$ cat src/rtl/rect_search.sv
// Scans a latched ROWS x COLS binary matrix for the first checkerboard rectangle
// and offers its corner coordinates downstream over a valid/ready handshake.
module rect_search #(
    parameter int ROWS = 4,
    parameter int COLS = 4,
    parameter int IDXW = 2
) (
    input  logic                 clk,
    input  logic                 reset,
    input  logic                 start,
    input  logic [ROWS*COLS-1:0] m_in,
    output logic                 busy,
    output logic                 out_valid,
    input  logic                 out_ready,
    output logic [IDXW-1:0]      r1,
    output logic [IDXW-1:0]      r2,
    output logic [IDXW-1:0]      c1,
    output logic [IDXW-1:0]      c2,
    output logic                 done,
    output logic                 none_found
);

    localparam int NBITS = ROWS * COLS;
    localparam int BW    = $clog2(NBITS) + 1;

    typedef enum logic [1:0] {IDLE, SCAN, HOLD} state_t;

    state_t            r_state;
    state_t            w_next;
    logic [NBITS-1:0]  r_mat;
    logic [IDXW-1:0]   r_sr1, r_sr2, r_sc1, r_sc2;
    logic [IDXW-1:0]   r_r1, r_r2, r_c1, r_c2;
    logic              r_valid, r_done, r_none;
    logic              w_m11, w_m12, w_m21, w_m22;
    logic              w_hit, w_last;

    // Cell m[r][c] sits at bit (NBITS-1)-(r*COLS+c); a shift avoids an oversized index.
    function automatic logic cellAt(input logic [NBITS-1:0] mat,
                                    input logic [IDXW-1:0]  r,
                                    input logic [IDXW-1:0]  c);
        logic [BW-1:0]    idx;
        logic [NBITS-1:0] sh;
        idx = BW'(NBITS - 1) - (BW'(r) * BW'(COLS) + BW'(c));
        sh  = mat >> idx;
        return sh[0];
    endfunction

    assign w_m11 = cellAt(r_mat, r_sr1, r_sc1);
    assign w_m12 = cellAt(r_mat, r_sr1, r_sc2);
    assign w_m21 = cellAt(r_mat, r_sr2, r_sc1);
    assign w_m22 = cellAt(r_mat, r_sr2, r_sc2);

    assign w_hit  = (w_m11 == w_m22) && (w_m12 == w_m21) && (w_m11 != w_m12);
    assign w_last = (r_sr1 == IDXW'(ROWS - 2)) && (r_sr2 == IDXW'(ROWS - 1)) &&
                    (r_sc1 == IDXW'(COLS - 2)) && (r_sc2 == IDXW'(COLS - 1));

    always_ff @(posedge clk or posedge reset) begin
        if (reset) r_state <= IDLE;
        else       r_state <= w_next;
    end

    always_comb begin
        w_next = r_state;
        case (r_state)
            IDLE:    if (start) w_next = SCAN;
            SCAN:    if (w_hit) w_next = HOLD;
                     else if (w_last) w_next = IDLE;
            HOLD:    if (out_ready) w_next = IDLE;
            default: w_next = IDLE;
        endcase
    end

    // Datapath: matrix latch, candidate walk (r1, r2, c1, c2 ascending), result registers.
    always_ff @(posedge clk or posedge reset) begin
        if (reset) begin
            r_mat   <= '0;
            r_sr1   <= '0;
            r_sr2   <= '0;
            r_sc1   <= '0;
            r_sc2   <= '0;
            r_r1    <= '0;
            r_r2    <= '0;
            r_c1    <= '0;
            r_c2    <= '0;
            r_valid <= 1'b0;
            r_done  <= 1'b0;
            r_none  <= 1'b0;
        end else begin
            r_done <= 1'b0;
            case (r_state)
                IDLE: begin
                    if (start) begin
                        r_mat  <= m_in;
                        r_sr1  <= '0;
                        r_sr2  <= IDXW'(1);
                        r_sc1  <= '0;
                        r_sc2  <= IDXW'(1);
                        r_none <= 1'b0;
                    end
                end
                SCAN: begin
                    if (w_hit) begin
                        r_r1    <= r_sr1;
                        r_r2    <= r_sr2;
                        r_c1    <= r_sc1;
                        r_c2    <= r_sc2;
                        r_valid <= 1'b1;
                    end else if (w_last) begin
                        r_done <= 1'b1;
                        r_none <= 1'b1;
                    end else if (r_sc2 != IDXW'(COLS - 1)) begin
                        r_sc2 <= r_sc2 + IDXW'(1);
                    end else if (r_sc1 != IDXW'(COLS - 2)) begin
                        r_sc1 <= r_sc1 + IDXW'(1);
                        r_sc2 <= r_sc1 + IDXW'(2);
                    end else if (r_sr2 != IDXW'(ROWS - 1)) begin
                        r_sr2 <= r_sr2 + IDXW'(1);
                        r_sc1 <= '0;
                        r_sc2 <= IDXW'(1);
                    end else begin
                        r_sr1 <= r_sr1 + IDXW'(1);
                        r_sr2 <= r_sr1 + IDXW'(2);
                        r_sc1 <= '0;
                        r_sc2 <= IDXW'(1);
                    end
                end
                HOLD: begin
                    if (out_ready) begin
                        r_valid <= 1'b0;
                        r_done  <= 1'b1;
                    end
                end
                default: ;
            endcase
        end
    end

    assign busy       = (r_state != IDLE);
    assign out_valid  = r_valid;
    assign r1         = r_r1;
    assign r2         = r_r2;
    assign c1         = r_c1;
    assign c2         = r_c2;
    assign done       = r_done;
    assign none_found = r_none;

endmodule

$ cat config.mk
export PLATFORM = sky130hd
export DESIGN_NAME = rect_search
export DESIGN_NICKNAME = d
export VERILOG_FILES = /design/src/rtl/rect_search.sv
export SDC_FILE = /design/constraint.sdc
export NUM_CORES = 1
export LEC_CHECK = 0
export BUFFER_PORTS_ARGS = -buffer_cell sky130_fd_sc_hd__buf_2
export CORE_MARGIN = 2
export CORE_UTILIZATION = 58
export DETAILED_ROUTE_END_ITERATION = 8
export GPL_TIMING_DRIVEN = 0
export PLACE_DENSITY = 0.78
export SLEW_MARGIN = 20
export SYNTH_ARGS = -nofsm -noshare
export SYNTH_HDL_FRONTEND = slang
export SYNTH_SLANG_ARGS = --single-unit
$ cat constraint.sdc
create_clock -name clk -period 3.91 [get_ports clk]
set_input_delay 0.391 -clock clk [delete_from_list [all_inputs] [get_ports clk]]
set_output_delay 0.391 -clock clk [all_outputs]
set_load 0.05 [all_outputs]
### After elaboration in Yosys (flattened, before gate mapping)

Cells that the tools add are included.

* word-level logic and storage cells: 110
* output and inout bits: 12
* input bits: 20
* register bits after elaboration: 37

* equality and inequality tests: 22
* $add $sub $neg: 14
* mux-type cells: 39
* reductions and logical operators: 18
* shift-type cells: 4

Operators by type and width (number)
* $shr A16 B5 Y1: 4
* $mux W2: 23
* $ne A2 B2 Y1 const B: 12
* $add A4 B2 Y5: 4
* $sub A4 B5 Y5 const A: 4
* $pmux W2 S2: 4
* $eq A2 B2 Y1 const B: 5
* $add A2 B1 Y2 const B: 4
* $mux W1: 8
* $reduce_and A4 Y1: 2
* $reduce_and A7 Y1: 1
* $pmux W1 S2: 3
* $pmux W2 S3: 1
* $reduce_and A3 Y1: 2
* $reduce_and A6 Y1: 1
* $reduce_bool A2 Y1: 3
* $logic_and A1 B1 Y1: 5
* $reduce_and A5 Y1: 1
* $add A2 B2 Y2 const B: 2
* $reduce_and A2 Y1: 2
* $ne A3 B3 Y1 const B: 1
* $eq A1 B1 Y1: 2
* $eq A2 B1 Y1 const B: 1
* $logic_not A2 Y1: 1
* $ne A1 B1 Y1: 1

### Longest topological paths before layout

Gate-level depths: netlist of the first run.

* word-level depth: 8
* depth in mapped cells: 11
* gate-level depth less buffers: 9

### Worst setup path before layout of the first run

Ideal clock, no wire load.

* kind: register to register
* from: register r_sc1[1]
* to: register r_state[0]
* arrival time: 2.992 ns
* period minus slack after synthesis: 3.076 ns
* library setup time: 0.084 ns
* setup slack: 0.834 ns
* path buffers: 2
* required time: 3.826 ns
* cell stages (with the launch flop): 11
* path through: dfrtp_1 > clkbuf_1 > inv_1 > ha_1 > xor2_1 > mux4_2 > a21boi_4 > or4_4 > buf_6 > a31oi_4 > mux2i_1

* word-level cells in the longest chain between the ends: 8
* elaborated cells between the ends (all ways): 18
* classes of those cells: add/sub (4); eq/ne (5); shift (2); mux (2); reduce/logical (5)

RTL lines
* start, declared: RTL line 31 `logic [IDXW-1:0] r_sr1, r_sr2, r_sc1, r_sc2;`
* start signal, assigned: RTL line 114 `r_sc1 <= r_sc1 + IDXW'(1);`
* $add A4 B2 Y5: RTL line 43 `idx = BW'(NBITS - 1) - (BW'(r) * BW'(COLS) + BW'(c));`
* $sub A4 B5 Y5: RTL line 43
* $shr A16 B5 Y1: RTL line 44 `sh = mat >> idx;`
* $eq A1 B1 Y1: RTL line 53 `assign w_hit = (w_m11 == w_m22) && (w_m12 == w_m21) && (w_m11 != w_m12);`
* $logic_and A1 B1 Y1 (2 in series): RTL line 53
* $ne A3 B3 Y1 (no source line) or $mux W2 (tied branches)
* $reduce_and A3 Y1 (no source line) or $pmux W2 S3 (tied branches)
* end signal, assigned: RTL line 59 `else r_state <= w_next;`
* end, declared: RTL line 28 `state_t r_state;`

Several ways; a longest one is shown, not always the timed one.
A chain may end at the register's enable or synchronous reset.

### Worst setup path after layout of the first run

* from: register r_sc1[1]
* to: register r_c2[0] (netlist: c2[0])

* word-level cells in the longest chain between the ends: 7
* elaborated cells between the ends (all ways): 12
* classes of those cells: add/sub (4); eq/ne (3); shift (2); reduce/logical (3)

RTL lines
* $add A4 B2 Y5: RTL line 43
* $sub A4 B5 Y5: RTL line 43
* $shr A16 B5 Y1: RTL line 44
* $eq A1 B1 Y1: RTL line 53
* $logic_and A1 B1 Y1: RTL line 53
* $logic_and A1 B1 Y1 *: RTL line 53
* $reduce_and A2 Y1 (no source line) *
* end signal, assigned: RTL line 106 `r_c2 <= r_sc2;`
* end, declared: RTL line 32 `logic [IDXW-1:0] r_r1, r_r2, r_c1, r_c2;`

Every way passes the cells marked *; elsewhere a longest branch is shown, timed or not.

==> results of run 1 <==
## cell usage after synthesis (2+ instances only)
| library cell | instances |
|---|---|
| dfrtp_1 | 37 |
| mux2_2 | 19 |
| ha_1 | 17 |
| inv_1 | 13 |
| nand2_1 | 13 |
| nor2_1 | 12 |
| a21oi_1 | 8 |
| mux4_2 | 8 |
| mux2_4 | 6 |
| mux2i_1 | 6 |
| o21ai_0 | 6 |
| xnor2_1 | 5 |
| clkbuf_1 | 4 |
| nand3_1 | 4 |
| nor3_1 | 4 |
| xor2_1 | 4 |
| and3_1 | 3 |
| buf_6 | 3 |
| mux4_1 | 3 |
| nand4_1 | 3 |
| o21bai_1 | 3 |
| a211oi_1 | 2 |
| a41oi_1 | 2 |
| buf_2 | 2 |
| nand2b_1 | 2 |
| o21a_1 | 2 |
| o311ai_1 | 2 |
## flip-flops by register name, indices dropped and copies added, names as in the netlist
register    count
none_found      1
r2              2
r_sr2           2
r_sc2           2
done            1
r_state         2
r_mat          16
c1              2
r_sr1           2
c2              2
out_valid       1
r1              2
r_sc1           2
## through the flow
step           instances  utilization, %  power (uW)
2_1_floorplan        214               -        2140
3_3_place_gp         295            66.6        2440
3_5_place_dp         295            66.6        2490
4_1_cts              303            69.5        2860
5_1_grt              303            69.5        3060
6_report             303            69.5        2860
## worst max-delay path by stage
stage                               from                      to  slack, ns  cells past startpoint
floorplan           r_sc1[1]$_DFFE_PP0P_  r_state[0]$_DFFE_PP0P_       0.83                     10
global placement    r_sc1[1]$_DFFE_PP0P_       c1[1]$_DFFE_PP0P_       0.37                     10
detailed placement  r_sc1[1]$_DFFE_PP0P_       c2[0]$_DFFE_PP0P_       0.39                     10
CTS                 r_sc1[1]$_DFFE_PP0P_       c2[0]$_DFFE_PP0P_       0.35                     10
global route        r_sc1[1]$_DFFE_PP0P_       c2[0]$_DFFE_PP0P_       0.13                     10
finish              r_sc1[1]$_DFFE_PP0P_       c2[0]$_DFFE_PP0P_       0.35                     10
## layout make-up
class | instances | area [sq um] | share of cell area (%)
Multi-Input combinational cell | 155 | 1470 | 51.7
Timing Repair Buffer | 31 | 155 | 5.46
Inverter | 13 | 48.8 | 1.72
Clock buffer | 6 | 82.6 | 2.91
Sequential cell | 37 | 926 | 32.6
Buffer | 9 | 58.8 | 2.07
Clock inverter | 2 | 37.5 | 1.32
Tap cell | 50 | 62.6 | 2.20
## kinds of logic (layout without fill, tap and decap cells)
kind of cell / Yosys count / count (layout)
AO/OA/AOI/OAI: 36 / 36
XOR/XNOR: 9 / 9
adder cells (fa/ha/maj): 17 / 17
buffers and inverters: 22 / 61
flip-flops: 37 / 37
multiplexers: 42 / 42
AND/OR/NAND/NOR: 51 / 51
## critical path: stages (launching register included)
cell      delay [ns]
dfrtp_1         0.48
clkbuf_1        0.43
inv_1           0.22
ha_1            0.38
xor2_1          0.20
mux4_2          0.52
a21boi_4        0.17
nor4_2          0.40
o21ai_2         0.14
buf_6           0.19
mux2_4          0.30
## routing by layer
layer | up-vias | wire [um] | track usage (%)
met4 | 0 | 91 | 7.69
met2 | 40 | 2620 | 38.2
met3 | 8 | 167 | 3.92
met5 | - | 0 | 0
li1 | 869 | - | -
met1 | 906 | 2460 | 33.1
## power by group through the flow
stage          Clock, uW  Sequential [uW]  Combinational [uW]
6_report             350              696                1820
5_1_grt              373              718                1970
4_1_cts              354              694                1820
3_5_place_dp           0              698                1800
3_3_place_gp           0              685                1750
2_1_floorplan          0              789                1350
==> results.cfg, run 1 <==
[pwr]
max-vdd-ir-drop_v = 0.000554
combPwrFrac_pct = 63.5
swShare_pct = 44.4
clock_power_share_pct = 12.2
power.share.sequential_pct = 24.3
power.density_cell_area_nw_per_um2 = 1010
power.static_leakage_uw = 0.00130
power.net_switching_uw = 1270
p_int_uw = 1590

[synth]
synth-xor-area-share_pct = 3.15
post_synth_edffs = 0
synth_top_area_share_pct = 37.0
post_synth_instance_area_sq_um = 2500
postSynthCellCount = 214
synth.ff_latch_count = 37
synthesis.yosys.warnings = 0
synthesized_area_fraction_occupied_by_and_or_nand_nor_cells_pct = 11.1
biggest_area_consumer_among_synthesized_cells = dfrtp_1
yosys.cell_types.count = 48
post_synth.cell_area_avg_sq_um = 11.7
compound_gate_portion_of_the_synthesized_area_pct = 11.1
asyncSetResetFlopFracSynth_pct = 100
synth.net_count = 251
synth.yosys.seq_area_share_pct = 37.0
post_synth_fa_ha_maj_area_fraction_pct = 8.50
synth.area.mux_share_pct = 24.9
dominantRegCellSynth = dfrtp_1
combinational_family_with_the_most_area_after_synthesis = multiplexers
synth_top_cells_by_area = dfrtp_1 37%, mux2_2 8.5%, ha_1 8.5%, mux4_2 7.2%, mux2_4 3.6%

[cells_and_area]
final_area_sq_um = 2840
layout.cells.most_common = dfrtp_1
nFillCells = 316
diodes = 0
layout.cells.most_common_list = 37 x dfrtp_1, 33 x buf_2, 19 x mux2_2, 17 x ha_1, 13 x nand2_1
layout-drive-gt1-share_pct = 35.6
area_growth_syn_to_layout_pct = 13.5
final_net_count = 289

[worst_setup_path]
worst_setup_path_end_kind = flip-flop
regToRegEndpoint = c2[0]$_DFFE_PP0P_
worst-r2r-setup-slack_ns = 0.35
crit-reg2reg-launch = r_sc1[1]$_DFFE_PP0P_
worst_path_arrival_ns = 3.73
critical_path_launch_point_type = flip-flop
worst_ep_required_time_ns = 4.09
reg2regPathDepth = 10
critical_path_peak_fanout = 10
path_class = reg2reg

[global_route]
global_route_wire_length_before_repair_mm = 9.11
groute.usage.overall_pct = 23.8
gr-total-overflow = 0
grt_antenna_before_repair = 0
grt_start_max_net_pins = 38
first_global_vias = 1853

[routing]
vias_per_cell = 6.02
first_pass_iters = 4
finalWirelength_mm = 5.34
drt_drc_violations_left = 0
first_iteration_detailed_routing_drc_count = 138
number_of_nets_with_antenna_violations_after_routing = 0
detailroute.via_count = 1823
drt-wirelength-per-cell_um = 17.6

[clocking]
cts.root.buffer_cell = clkbuf_8
ctsHoldBuffers = 0
clock_sink_count = 37
htree_levels = 2
ctsLongestPathBuffers = 2
cts_tree = yes
clock_transition_at_the_registers_of_the_reported_paths_ns = 0.08
cts_repair_resize_count = 0
post-cts-setup-buffers = 0
cts_made_buffers = 5
clk-insertion-delay-late_ns = 0.30

[sta]
final_period_minus_worst_setup_slack_ns = 3.56
slew_violations = 0
clock-skew-final_ns = 0.00853
final.hold.worst_slack_ns = 0.231
max_clock_freq_mhz = 281
postLayoutSetupSlackWorst_ns = 0.354
share_of_the_cycle_needed_by_the_critical_path_after_routing_pct = 91.0
unrepaired_setup_endpoints_after_global_routing = false
timing.final.hold_violations = 0
setup-violations-final = 0
tightest_slew_ns = 0.774
max-slew-margin-rel_pct = 48.3
timing.setup.tns_ns = 0

[floorplanning]
core_region_area_sq_um = 4090
die_w_um = 69.7
fp.dieArea_sq_um = 4860
top_level_ports = 32
floorplan.die.height_um = 69.7
start_util_pct = 61.3
core.rowCount = 23

[placed_design]
globalplace.congestion = 0.902
placement.setup.worst_slack_ns = 0.389
hpwl_mm = 3.75
placed_area_sq_um = 2720
io_buffers = 31

[worst_hold_path]
hold_class = in2async

[run_status]
result_of_the_run = complete, no violations

[flow_run]
max-cap-violations = 0
Power figures use the tool's default switching activity.
==> run 2, diff against run 1 <==
ABC_AREA = 1   (was default)
CORE_UTILIZATION = 44   (was 58)
PLACE_DENSITY = 0.61   (was 0.78)
==> results.cfg, run 2 <==
[pwr]
power.share.sequential_pct = 22.8
power.net_switching_uw = 1490
report.power.total_uw = 2890
max-vdd-ir-drop_v = 0.000532
p_int_uw = 1400
power.static_leakage_uw = 0.00160
swShare_pct = 51.7
power.density_cell_area_nw_per_um2 = 965
combPwrFrac_pct = 66.8
clock_power_share_pct = 10.4

[routing]
finalWirelength_mm = 5.77
number_of_nets_with_antenna_violations_after_routing = 0
vias_per_cell = 4.98
first_pass_iters = 4
drt_drc_violations_left = 0
first_iteration_detailed_routing_drc_count = 81
drt-wirelength-per-cell_um = 12.3
detailroute.via_count = 2324

[global_route]
grt_antenna_before_repair = 0
first_global_vias = 2130
groute.usage.overall_pct = 19.2
globalRouteMet3Util_pct = 2.67
use_met2_pct = 32.4
grt_start_max_net_pins = 20
grt_met1_use_pct = 25.5
global_route_wire_length_before_repair_mm = 9.72
globalRoute.busiestLayer = met2
gr-total-overflow = 0

[clocking]
cts.root.buffer_cell = clkbuf_8
htree_levels = 2
clock_sink_count = 37
clock_transition_at_the_registers_of_the_reported_paths_ns = 0.07
ctsLongestPathBuffers = 2
clk-insertion-delay-late_ns = 0.29
cts_made_buffers = 5
cts_tree = yes
ctsHoldBuffers = 0
post-cts-setup-buffers = 0
cts_repair_resize_count = 0

[synth]
post_synth_instance_area_sq_um = 2620
synthesis.yosys.warnings = 0
synth_top_cells_by_area = dfrtp_1 35%, nand2_1 15%, ha_1 8.1%, nand3_1 6.1%, inv_1 5.2%
asyncSetResetFlopFracSynth_pct = 100
post_synth.cell_area_avg_sq_um = 7.44
yosysMostFrequentCell = nand2_1
post_synth_edffs = 0
synth.cells.most_frequent = 105 x nand2_1, 37 x dfrtp_1, 36 x inv_1, 32 x nand3_1, 26 x nor2_1
dominantRegCellSynth = dfrtp_1
synth.ff_latch_count = 37
postSynthCellCount = 352
biggest_area_consumer_among_synthesized_cells = dfrtp_1
yosys.cell_types.count = 32
synth.net_count = 389
synth.yosys.seq_area_share_pct = 35.4
synth_top_area_share_pct = 35.4

[floorplanning]
core_region_area_sq_um = 5850
die_w_um = 81.1
fp.dieArea_sq_um = 6580
floorplan.die.height_um = 81.1
core.rowCount = 28
top_level_ports = 32
start_util_pct = 44.8

[sta]
clock-skew-final_ns = 0.00632
max-slew-margin-rel_pct = 70.0
slew_violations = 0
tightest_slew_ns = 0.450
final_period_minus_worst_setup_slack_ns = 2.40
timing.final.hold_violations = 0
max_clock_freq_mhz = 417
timing.setup.tns_ns = 0
setup-violations-final = 0
share_of_the_cycle_needed_by_the_critical_path_after_routing_pct = 61.3
unrepaired_setup_endpoints_after_global_routing = false

[worst_setup_path]
worst_path_arrival_ns = 2.58
critical_path_peak_fanout = 10
reg2regPathDepth = 20
regToRegEndpoint = r_sc1[0]$_DFFE_PP0P_
worst_ep_required_time_ns = 4.10
critical_path.startpoint = r_sc2[1]$_DFFE_PP0P_
crit-reg2reg-launch = r_sc2[1]$_DFFE_PP0P_
critical_path_launch_point_type = flip-flop
worst-r2r-setup-slack_ns = 1.51
path_class = reg2reg
worst_setup_path_end_kind = flip-flop

[cells_and_area]
fin_cells = 467
largest_register = r_mat
largest_register_ffs = 16
area_growth_syn_to_layout_pct = 14.4
layout.cells.most_common = nand2_1
final_area_sq_um = 3000
final_net_count = 428
layout.cells.most_common_list = 105 x nand2_1, 37 x dfrtp_1, 35 x inv_1, 33 x buf_2, 32 x nand3_1
diodes = 0
layout-drive-gt1-share_pct = 19.9

[run_status]
result_of_the_run = complete, no violations

[placed_design]
io_buffers = 31
globalplace.congestion = 0.808
placed_area_sq_um = 2900
place_inst = 459
hpwl_mm = 4.56

[flow_run]
max-cap-violations = 0

[worst_hold_path]
hold_class = in2async
-- run 2: worst max path at each step --
stage	cells past startpoint	end
after floorplan	20	none_found$_DFFE_PP0P_
after detailed placement	20	r_sr1[0]$_DFFE_PP0P_
after global routing	14	r_sr1[1]$_DFFE_PP0P_
after global placement	20	r_sc1[0]$_DFFE_PP0P_
final	20	r_sc1[0]$_DFFE_PP0P_
after CTS	16	r_sr1[0]$_DFFE_PP0P_
-- run 2: final cells by class --
class / count / area (sq um)
Tap cell: 75 / 93.8
Buffer: 12 / 85.1
Clock inverter: 1 / 5.00
Fill cell: 600 / 2850
Multi-Input combinational cell: 260 / 1440
Clock buffer: 7 / 96.3
Timing Repair Buffer: 32 / 183
Sequential cell: 37 / 926
Inverter: 43 / 164
-- run 2: logic make-up (layout without fill, tap and decap cells) --
logic type,after synthesis,in the layout,synth area share (%)
AO/OA/AOI/OAI,37,37,7.36
adder cells (fa/ha/maj),17,17,8.12
AND/OR/NAND/NOR,188,188,32.6
multiplexers,8,8,3.44
flip-flops,37,37,35.4
XOR/XNOR,10,10,3.63
buffers and inverters,55,95,9.51
-- run 2: power groups by stage --
stage / clock network, uW / registers, uW / logic, uW
floorplan: 0 / 760 / 1440
global placement: 0 / 666 / 1900
detailed placement: 0 / 671 / 1930
CTS: 309 / 664 / 1940
global route: 322 / 682 / 2190
finish: 300 / 661 / 1930
-- run 2: worst max-delay path, cell delays in order (launching register included) --
cell,delay [ns]
dfrtp_1,0.40
buf_6,0.16
inv_2,0.14
ha_1,0.28
nand2_2,0.11
inv_2,0.03
nor2_1,0.12
nand3_1,0.09
nand2_1,0.06
nand2_1,0.04
nand2_1,0.07
nand2_1,0.07
nand2_1,0.07
inv_1,0.04
nand2_2,0.07
nand2_4,0.07
nand2_4,0.09
buf_6,0.16
nand4_2,0.10
nand2_1,0.08
nand2_1,0.05
-- run 2: layer usage --
| metal | vias to the layer above | wire, um | part of all wire [%] |
|---|---|---|---|
| li1 | 1209 | - | - |
| met1 | 1071 | 2780 | 48 |
| met2 | 39 | 2720 | 47 |
| met3 | 5 | 189 | 3.3 |
| met4 | 0 | 75 | 1.3 |
| met5 | - | 0 | 0 |
-- run 2: stage by stage --
stage | hold WS, ns | util (%) | setup slack [ns]
after floorplan | 0.470 | - | 1.83
after global placement | 0.455 | 49.0 | 1.51
after detailed placement | 0.427 | 49.5 | 1.52
after CTS | 0.108 | 51.2 | 1.50
after global routing | 0.137 | 51.2 | 1.25
final | 0.0944 | 51.2 | 1.51
==> run 3, diff against run 2 <==
clock period = 2.4 ns   (was 3.91 ns; I/O delays follow)
==> results.cfg, run 3 (same netlist as run 2, synthesis figures left out) <==
[clocking]
clk-insertion-delay-late_ns = 0.29
htree_levels = 2
clock_transition_at_the_registers_of_the_reported_paths_ns = 0.07
clock_sink_count = 37
cts_tree = yes
ctsLongestPathBuffers = 2
cts_made_buffers = 5
cts.root.buffer_cell = clkbuf_8

[floorplanning]
core.rowCount = 28
fp.dieArea_sq_um = 6580
floorplan.die.height_um = 81.1
start_util_pct = 44.8
core_region_area_sq_um = 5850
top_level_ports = 32
die_w_um = 81.1

[cells_and_area]
combined_area_of_the_multi_input_logic_cells_sq_um = 1540
final_area_sq_um = 3240
layout-drive-gt1-share_pct = 26.7
final_core_utilization_pct = 55.3
layout.cells.most_common = nand2_1
diodes = 0
nFillCells = 578
largest_register_ffs = 16
area_growth_syn_to_layout_pct = 23.6
final_net_count = 441
layout.cells.most_common_list = 104 x nand2_1, 33 x inv_1, 33 x dfrtp_1, 32 x buf_2, 31 x nand3_1
final-seq-area_sq_um = 931
largest_register = r_mat

[pwr]
max-vdd-ir-drop_v = 0.000922
p_int_uw = 2540
power.share.sequential_pct = 20.8
clock_power_share_pct = 9.5
power.net_switching_uw = 2580
swShare_pct = 50.4
power.static_leakage_uw = 0.00168
power.density_cell_area_nw_per_um2 = 1580
combPwrFrac_pct = 69.7

[worst_hold_path]
hold_start = m_in[7]
hold_class = in2reg

[sta]
unrepaired_setup_endpoints_after_global_routing = true
tightest_slew_ns = 0.449
clock-skew-final_ns = 0.00654
setup-violations-final = 0
final_period_minus_worst_setup_slack_ns = 2.24
max-slew-margin-rel_pct = 70.0
final.hold.worst_slack_ns = 0.173
timing.final.hold_violations = 0
max_clock_freq_mhz = 447
slew_violations = 0
share_of_the_cycle_needed_by_the_critical_path_after_routing_pct = 93.2

[routing]
detailroute.via_count = 2409
vias_per_cell = 5.02
first_iteration_detailed_routing_drc_count = 121
drt_drc_violations_left = 0
drt-wirelength-per-cell_um = 12.5
first_pass_iters = 4
finalWirelength_mm = 5.99
number_of_nets_with_antenna_violations_after_routing = 0

[worst_setup_path]
worst_setup_path_end_kind = flip-flop
critical_path.startpoint = r_sc2[1]$_DFFE_PP0P_
critical_path_peak_fanout = 10
worst_path_arrival_ns = 2.42
path_class = reg2reg
crit-reg2reg-launch = r_sc2[1]$_DFFE_PP0P_
worst_ep_required_time_ns = 2.58
critical_path_launch_point_type = flip-flop

[global_route]
gr-total-overflow = 0
global_route_wire_length_before_repair_mm = 9.74
grt_start_max_net_pins = 20
grt_antenna_before_repair = 0
first_global_vias = 2136
groute.usage.overall_pct = 19.2

[placed_design]
io_buffers = 31
globalplace.congestion = 0.808
hpwl_mm = 4.56
placed_area_sq_um = 2900

[flow_run]
max-cap-violations = 0

[run_status]
result_of_the_run = complete, no violations
run 3: worst max-delay path: stages (launching register included):
cell     delay [ns]
dfrtp_1        0.37
buf_6          0.15
inv_6          0.06
ha_1           0.33
xor2_2         0.20
inv_2          0.05
nand2_1        0.07
nand3_1        0.07
nand2_1        0.08
nand2_1        0.06
nor2_1         0.13
nand2_2        0.08
nand2_4        0.11
nand2_8        0.08
buf_4          0.18
nand2_1        0.06
o21ai_1        0.05
run 3: power by group through the flow:
stage | Combinational [uW] | Sequential [uW] | Clock (uW)
finish | 3570 | 1070 | 489
global route | 4000 | 1100 | 525
CTS | 3170 | 1080 | 503
detailed placement | 3150 | 1090 | 0
global placement | 3100 | 1080 | 0
floorplan | 2350 | 1240 | 0
run 3: final timing paths:
path	slack [ns]	to	cells past startpoint
setup / recovery	0.16	c1[1]$_DFFE_PP0P_	16
max in group asynchronous	1.44	r_sr2[1]$_DFFE_PP0P_	4
hold / removal	0.17	r_mat[7]$_DFFE_PP0P_	2
hold reg to reg	0.48	out_valid$_DFFE_PP0P_	2
min in group asynchronous	0.49	r_mat[14]$_DFFE_PP0P_	3
setup reg to reg	0.16	c1[1]$_DFFE_PP0P_	16
run 3: layout make-up:
class / instances / area share (%)
well taps: 75 / 2.90
flip-flops and latches: 37 / 28.8
multi-input cells: 260 / 47.7
repair buffers: 45 / 9.28
plain buffers: 12 / 2.94
clock buffers: 7 / 2.98
inverters: 43 / 5.30
clock inverters: 1 / 0.155
run 3: per-stage QoR:
| stage | TNS, ns | power [uW] | cells | setup slack [ns] |
|---|---|---|---|---|
| 2_1_floorplan | 0 | 3590 | 352 | 0.324 |
| 3_3_place_gp | -0.00494 | 4180 | 458 | -0.00494 |
| 3_5_place_dp | 0 | 4240 | 459 | 0.00626 |
| 4_1_cts | 0 | 4750 | 468 | 0.0233 |
| 5_1_grt | -0.0729 | 5620 | 480 | -0.0158 |
| 6_report | 0 | 5130 | 480 | 0.164 |
run 3: layer usage:
metal	part of all wire, %	vias up	global-route usage [%]
met2	47	47	32.5
met5	0	-	0
li1	-	1236	-
met3	4.2	5	2.67
met4	1.3	0	5.59
met1	47	1121	25.5
run 3: repair_timing:
| action | CTS | global route |
|---|---|---|
| endpoints found under the hold margin | 18 | 0 |
| cloned | 0 | 1 |
| setup endpoints to repair | 4 | 21 |
| hold buffers | 1 | 0 |
| buffers inserted | 0 | 11 |
| gates resized for setup | 2 | 26 |
| pin swaps | 0 | 1 |
